==> src/rtl/config_pkg.sv <==
// Shared definitions for the configuration bitstream loader: FSM encoding,
// tile element type codes and interface defaults.
package config_pkg;

    typedef enum logic [2:0] {
        ST_IDLE   = 3'd0,
        ST_HEADER = 3'd1,
        ST_ADDR   = 3'd2,
        ST_DATA   = 3'd3,
        ST_WRITE  = 3'd4,
        ST_DONE   = 3'd5,
        ST_ERROR  = 3'd6
    } state_t;

    localparam logic [15:0] CONFIG_SB  = 16'd7;
    localparam logic [15:0] CONFIG_CB0 = 16'd6;
    localparam logic [15:0] CONFIG_CB1 = 16'd5;
    localparam logic [15:0] CONFIG_CLB = 16'd4;

    localparam logic [15:0] CFG_TYPE_MIN = CONFIG_CLB;
    localparam logic [15:0] CFG_TYPE_MAX = CONFIG_SB;

    localparam logic [31:0] DEFAULT_IDLE_ADDR = 32'hFFFF_FFFF;
    localparam logic [15:0] DEFAULT_MAGIC     = 16'hC0F6;

    function automatic logic is_valid_type(input logic [15:0] elem_type);
        return (elem_type >= CFG_TYPE_MIN) && (elem_type <= CFG_TYPE_MAX);
    endfunction

endpackage

==> src/rtl/config_loader.sv <==
// Parses a {MAGIC, N} header followed by N (address, data) pairs and
// broadcasts each pair to the tiles for exactly one cycle.
module config_loader
    import config_pkg::*;
#(
    parameter logic [31:0] IDLE_ADDR = DEFAULT_IDLE_ADDR,
    parameter logic [15:0] MAGIC     = DEFAULT_MAGIC
) (
    input  logic        clk,
    input  logic        reset,
    input  logic        start,
    input  logic        in_valid,
    input  logic [31:0] in_data,
    output logic        in_ready,
    output logic [31:0] config_addr,
    output logic [31:0] config_data,
    output logic        busy,
    output logic        done,
    output logic        error,
    output logic [15:0] write_count
);

    state_t      state_q, state_d;
    logic [15:0] remaining_q, remaining_d;
    logic [15:0] write_count_q, write_count_d;
    logic [31:0] addr_q, addr_d;
    logic [31:0] data_q, data_d;
    logic        accept;

    always_ff @(posedge clk or posedge reset) begin
        if (reset) begin
            state_q       <= ST_IDLE;
            remaining_q   <= '0;
            write_count_q <= '0;
            addr_q        <= '0;
            data_q        <= '0;
        end else begin
            state_q       <= state_d;
            remaining_q   <= remaining_d;
            write_count_q <= write_count_d;
            addr_q        <= addr_d;
            data_q        <= data_d;
        end
    end

    always_comb begin
        state_d       = state_q;
        remaining_d   = remaining_q;
        write_count_d = write_count_q;
        addr_d        = addr_q;
        data_d        = data_q;
        in_ready      = (state_q == ST_HEADER) || (state_q == ST_ADDR) || (state_q == ST_DATA);
        accept        = in_valid && in_ready;

        case (state_q)
            ST_IDLE, ST_DONE, ST_ERROR: begin
                if (start) begin
                    state_d       = ST_HEADER;
                    write_count_d = '0;
                end
            end
            ST_HEADER: begin
                if (accept) begin
                    if (in_data[31:16] == MAGIC) begin
                        remaining_d = in_data[15:0];
                        state_d     = (in_data[15:0] == 16'd0) ? ST_DONE : ST_ADDR;
                    end else begin
                        state_d = ST_ERROR;
                    end
                end
            end
            ST_ADDR: begin
                if (accept) begin
                    if (is_valid_type(in_data[31:16])) begin
                        addr_d  = in_data;
                        state_d = ST_DATA;
                    end else begin
                        state_d = ST_ERROR;
                    end
                end
            end
            ST_DATA: begin
                if (accept) begin
                    data_d  = in_data;
                    state_d = ST_WRITE;
                end
            end
            ST_WRITE: begin
                remaining_d   = remaining_q - 16'd1;
                write_count_d = write_count_q + 16'd1;
                state_d       = (remaining_d == 16'd0) ? ST_DONE : ST_ADDR;
            end
            default: state_d = ST_IDLE;
        endcase
    end

    // Address is only driven during WRITE so idle cycles never alias a real tile.
    assign config_addr = (state_q == ST_WRITE) ? addr_q : IDLE_ADDR;
    assign config_data = data_q;
    assign busy        = in_ready || (state_q == ST_WRITE);
    assign done        = (state_q == ST_DONE);
    assign error       = (state_q == ST_ERROR);
    assign write_count = write_count_q;

endmodule

==> config.mk <==
export PLATFORM = sky130hd
export DESIGN_NAME = config_loader
export DESIGN_NICKNAME = d
export VERILOG_FILES = /design/src/rtl/config_pkg.sv /design/src/rtl/config_loader.sv
export SDC_FILE = /design/constraint.sdc
export NUM_CORES = 1
export LEC_CHECK = 0
export ABC_AREA = 1
export CAP_MARGIN = 30
export CORE_MARGIN = 2
export CORE_UTILIZATION = 40
export CTS_BUF_LIST = sky130_fd_sc_hd__clkbuf_4
export CTS_CLUSTER_DIAMETER = 150
export DETAILED_ROUTE_END_ITERATION = 8
export PLACE_DENSITY_LB_ADDON = 0.1
export REMOVE_ABC_BUFFERS = 1
export SKIP_CTS_REPAIR_TIMING = 1
export SYNTH_ARGS = -nofsm -noshare
export SYNTH_HDL_FRONTEND = slang
export SYNTH_SLANG_ARGS = --single-unit
==> constraint.sdc <==
create_clock -name clk -period 3.3 [get_ports clk]
set_input_delay 0.495 -clock clk [delete_from_list [all_inputs] [get_ports clk]]
set_output_delay 0.495 -clock clk [all_outputs]
set_load 0.05 [all_outputs]
* Word level (Yosys, flattened, before mapping) *
Index checks and enable logic that the tools add are counted.

cells by class
  $add $sub $neg = 2
  order comparisons = 2
  equality and inequality tests = 12
  mux-type cells = 15
  reduce and logical (&&, ||, !) cells = 16

operators with widths
  operator                 number
  $pmux W16 S2             2
  $mux W16                 3
  $logic_not A16 Y1        2
  $mux W32                 1
  $mux W3                  8
  $add A16 B1 Y16 const B  1
  $eq A16 B16 Y1 const B   1
  $ge A16 B3 Y1 const B    1
  $le A16 B3 Y1 const B    1
  $sub A16 B1 Y16 const B  1
  $pmux W3 S5              1
  $eq A3 B3 Y1 const B     3
  $ne A2 B2 Y1 const B     4
  $eq A3 B2 Y1 const B     2
  $reduce_and A3 Y1        2
  $reduce_and A2 Y1        2
  $reduce_and A4 Y1        1
  $reduce_bool A2 Y1       2
  $eq A3 B1 Y1 const B     1
  $logic_not A3 Y1         1
  $logic_or A1 B1 Y1       3
  $reduce_or A3 Y1         1
  $logic_and A1 B1 Y1      2
  $ne A2 B1 Y1 const B     1

storage, ports and cells
  register bits = 99
  bits of input ports = 36
  output and inout bits = 84
  logic and storage cells = 52

* Depth between registers and ports, before layout *
  word-level depth = 6
  depth in mapped cells = 16
  gate-level depth less buffers = 16

* Worst setup path after synthesis *
No wires, ideal clock.

  path type = register -> output
  from = register state_q[1]
  to = output busy
  arrival = 1722 ps
  required time = 2805 ps
  setup slack = 1083 ps
  stages on the path, launching flop included = 5
  buffers on the path = 0
  path through = dfrtp_1 nor2_1 nor2_1 inv_1 nand2_1

between the ends
  word-level cells in the longest chain between the ends = 4
  elaborated cells between the ends (all ways) = 7
  those cells by class = eq/ne: 4; reduce/logical: 3

RTL lines
  what                                                 line                  text
  start, declared                                      config_loader.sv:23   state_t state_q, state_d;
  start signal, assigned                               config_loader.sv:38   state_q <= state_d;
  $eq A3 B1 Y1 / $eq A3 B2 Y1 (equally long branches)  config_loader.sv:52   in_ready = (state_q == ST_HEADER) || (state_q == ST_ADDR) || (state_q == ST_DATA);
  $logic_or A1 B1 Y1                                   config_loader.sv:52
  $logic_or A1 B1 Y1 *                                 config_loader.sv:52
  named net in_ready                                   config_loader.sv:14   output logic in_ready,
  $logic_or A1 B1 Y1 *                                 config_loader.sv:100  assign busy = in_ready || (state_q == ST_WRITE);
  end, declared                                        config_loader.sv:17   output logic busy,

The timed path passes the listed nets; every way through them passes the cells marked *.

* Final worst setup path *
  from = register state_q[1]
  to = output config_addr[3]

between the ends
  word-level cells in the longest chain between the ends = 2

RTL lines
  what           line                 text
  $eq A3 B3 Y1   config_loader.sv:98  assign config_addr = (state_q == ST_WRITE) ? addr_q : IDLE_ADDR;
  $mux W32       config_loader.sv:98
  end, declared  config_loader.sv:15  output logic [31:0] config_addr,

No other way between the ends.

==> qor.txt <==
=====================================================================================
Static leakage                                                               3.149 nW
Count of synthesis-stage warnings from yosys                                        0
1st-pass router iterations                                                          4
Net switching power                                                          2.940 mW
Total vias in the final route                                                    4464
CP max FO                                                                          41
Initial cell density of the core                                               40.55%
CP endpoint kind                                                           output pin
Relative max-transition margin                                                 53.33%
Critical Path Max Stage Delay                                                  720 ps
Maximum VDD drop                                                            0.6267 mV
Maximum operating frequency                                                0.3202 GHz
Count of pins on the block boundary                                               120
Global-route wire length before repair                                       20870 µm
Worst Tran Pin Value                                                         700.0 ps
Hold Path Class                                                          flip-flop to flip-flop
Cell area power density                                                  884.5 mW/mm²
Rows                                                                               41
H-tree depth                                                                        3
Mux cell area share after synthesis                                            1.114%
Post-Synthesis Cell Area                                                 0.005055 mm²
Share of power burned in combinational logic                                    57.7%
HPWL reported at the end of detailed placement                                9292 µm
Final Critical Period                                                         3123 ps
Clock slew seen by the registers of the worst setup and hold paths             150 ps
Total congestion overflow                                                           0
Adder-cell area share of the yosys netlist                                    0.7426%
Worst setup margin                                                           176.8 ps
Most common cell after layout, fill and taps aside                            nand2_1
Cell count after synthesis                                                        628
Cell area after placement                                                0.006447 mm²
DR iter-0 viols                                                                   278
Via-to-Cell Ratio                                                               4.836
Sequential fraction of the synthesis area                                      49.01%
Core region area                                                          0.01247 mm²
Most frequent cells in the layout                                        nand2_1, clkdlybuf4s50_1, dfrtp_1
Final Setup Violations                                                              0
Worst setup slack after placement                                            674.7 ps
Total of flip-flops plus latches after synthesis                                   99
Horizontal extent of the die                                                 116.4 µm
Critical Path AT                                                              2630 ps
Max-slew violation count                                                            0
Routability-driven placement congestion ratio                                  0.8371
Number of routed nets with antenna violations                                       0
Clk Latency, worst-skew pair                                                   460 ps
Max capacitance violation total                                                     0
Worst endpoint required time                                                  2800 ps
Number of DRC violations after detailed routing                                     0
Cells along the critical path                                            nor2_1 > nand2_2 > buf_4 > or2_2 > clkdlybuf4s50_1
Vias in the first global route                                                   4310
Syn avg cell area                                                           8.049 µm²
Run status                                                               finished, final reports clean
Fraction of synthesized cell area in xor and xnor cells                       0.1733%
Number of clock sinks                                                              99
Setup repair after global routing missed its margin                             false
Final clock skew                                                             9.383 ps
Final net count                                                                   786
Clock power frac                                                                12.5%
Reg power frac                                                                  29.9%
Total internal power                                                         2.902 mW
TritonCTS buffer count                                                              9
Total wire length after detailed routing                                     12720 µm
Switching power as a share of total power                                      50.33%
Startpoint class of the critical path                                       flip-flop
Main combinational cell family by area after synthesis                   simple AND/OR/NAND/NOR gates
Ratio of final minimum period to clock period                                  94.64%
Height of the die                                                            116.4 µm
Critical-path top delay cell                                             clkdlybuf4s50_1
Post-synthesis share of cell area spent on and, or, nand and nor gates         29.28%
# port buffers                                                                    119
Overall die area                                                          0.01355 mm²
Post-route design area                                                   0.006605 mm²
Area Growth Syn to Fin                                                         30.67%
Number of hold violations in the final report                                       0
Buffer cell driving the clock tree root                                      clkbuf_4
Largest buffer count on any clock path                                              2
Post-synthesis compound-gate area fraction                                     11.16%
Distinct cells, synth                                                              38
Overall track demand over capacity in global routing                           19.71%
Kind of critical path                                                    flip-flop to output pin
Pin count of the biggest net entering global routing                               56
Initial antenna violation count                                                     0
WL/cell                                                                      13.78 µm
Antenna cell count                                                                  0
Summed negative setup slack over all endpoints                                   0 ps
Fraction of final layout cells with drive strength greater than 1              13.72%
CTS tree                                                                          yes
=====================================================================================
sequential cells by signal (all words and copies together), names as in the netlist:
register     count
addr_q          32
config_data     32
remaining_q     16
write_count     16
state_q          3
kinds of logic (layout without fill, tap and decap cells):
| family | count (synthesis) | count (layout) |
|---|---|---|
| muxes | 5 | 5 |
| DFF | 99 | 99 |
| and+or+nand+nor | 308 | 308 |
| xor gates and xnor gates | 1 | 1 |
| adders and majority gates | 3 | 3 |
| AOI/OAI and AO/OA | 102 | 102 |
| buffers and inverters | 110 | 233 |
synthesized netlist by cell type:
library cell | n | share of area (%)
nand4_1 | 9 | 1.1
xor2_1 | 1 | 0.17
or2_2 | 31 | 3.8
o21ai_0 | 61 | 6.0
o22ai_1 | 4 | 0.49
o221a_1 | 1 | 0.22
a211oi_1 | 3 | 0.45
nor2_8 | 2 | 0.79
ha_1 | 3 | 0.74
a31oi_1 | 2 | 0.25
a21oi_1 | 11 | 1.1
a22oi_1 | 1 | 0.15
nor2_4 | 4 | 0.89
inv_2 | 11 | 0.82
nor2_1 | 43 | 3.2
o32ai_1 | 1 | 0.17
o221ai_1 | 3 | 0.52
o21bai_1 | 2 | 0.30
nand2_4 | 3 | 0.67
or2_1 | 1 | 0.12
dfrtp_1 | 99 | 49
o21ai_1 | 11 | 1.1
o211ai_1 | 1 | 0.15
buf_2 | 8 | 0.79
buf_4 | 2 | 0.30
nand3_2 | 2 | 0.40
a211oi_2 | 1 | 0.25
nor2_2 | 5 | 0.62
inv_1 | 78 | 5.8
nor3_1 | 5 | 0.49
nor4_1 | 3 | 0.37
clkbuf_1 | 11 | 0.82
nand2_1 | 149 | 11
nor3_2 | 4 | 0.79
nand2_2 | 7 | 0.87
nand3b_1 | 2 | 0.30
nand3_1 | 38 | 3.8
mux2_2 | 5 | 1.1
worst max-delay path: cells and delay by family (launching register included):
family,cells,cell delay (ps)
buffers and inverters,2,990
and+or+nand+nor,3,680
DFF,1,490
per-stage QoR:
step,hold slack [ps],total power [mW],instances,util (%)
2_1_floorplan,422.6,4.051,607,-
4_1_cts,475.1,5.900,923,52.99
5_1_grt,494.7,6.220,923,52.99
3_3_place_gp,433.8,5.117,908,51.72
3_5_place_dp,438.5,5.158,908,51.72
6_report,472.3,5.842,923,52.99
path summary, 6_finish.rpt:
kind                            startpoint             end  slack, ps  depth (start not counted)
max in group asynchronous            reset  config_data[1]       2070                          3
worst max register to register  state_q[1]  remaining_q[7]       1220                          8
min in group asynchronous            reset      addr_q[31]        480                          2
worst min-delay path            addr_q[18]      addr_q[18]        470                          2
worst min register to register  addr_q[18]      addr_q[18]        470                          2
worst max-delay path            state_q[1]  config_addr[3]        180                          5
power by group through the flow:
stage          Sequential (mW)  Clock, mW  Combinational (mW)
6_report                  1.75      0.728                3.37
4_1_cts                   1.75      0.752                3.40
5_1_grt                   1.79      0.797                3.63
2_1_floorplan             2.42          0                1.63
3_3_place_gp              1.76          0                3.36
3_5_place_dp              1.77          0                3.39
metal layers:
metal | vias up | GRT usage [%] | wire length (µm)
met2 | 142 | 32.09 | 5787
met1 | 2054 | 25.44 | 5771
met3 | 19 | 4.670 | 896
met5 | - | 0 | 0
li1 | 2249 | - | -
met4 | 0 | 7.937 | 261
final cells by class:
cell class                 count  area (µm²)
clock inverter                 6       90.09
timing repair buffer         129        1264
fill                        1238        5861
inverter                      89       336.6
sequential                    99        2477
multi-input combinational    419        2155
tap                          172       215.2
clock buffer                   9       67.56
Note: power is estimated with default switching activity, not from simulation.
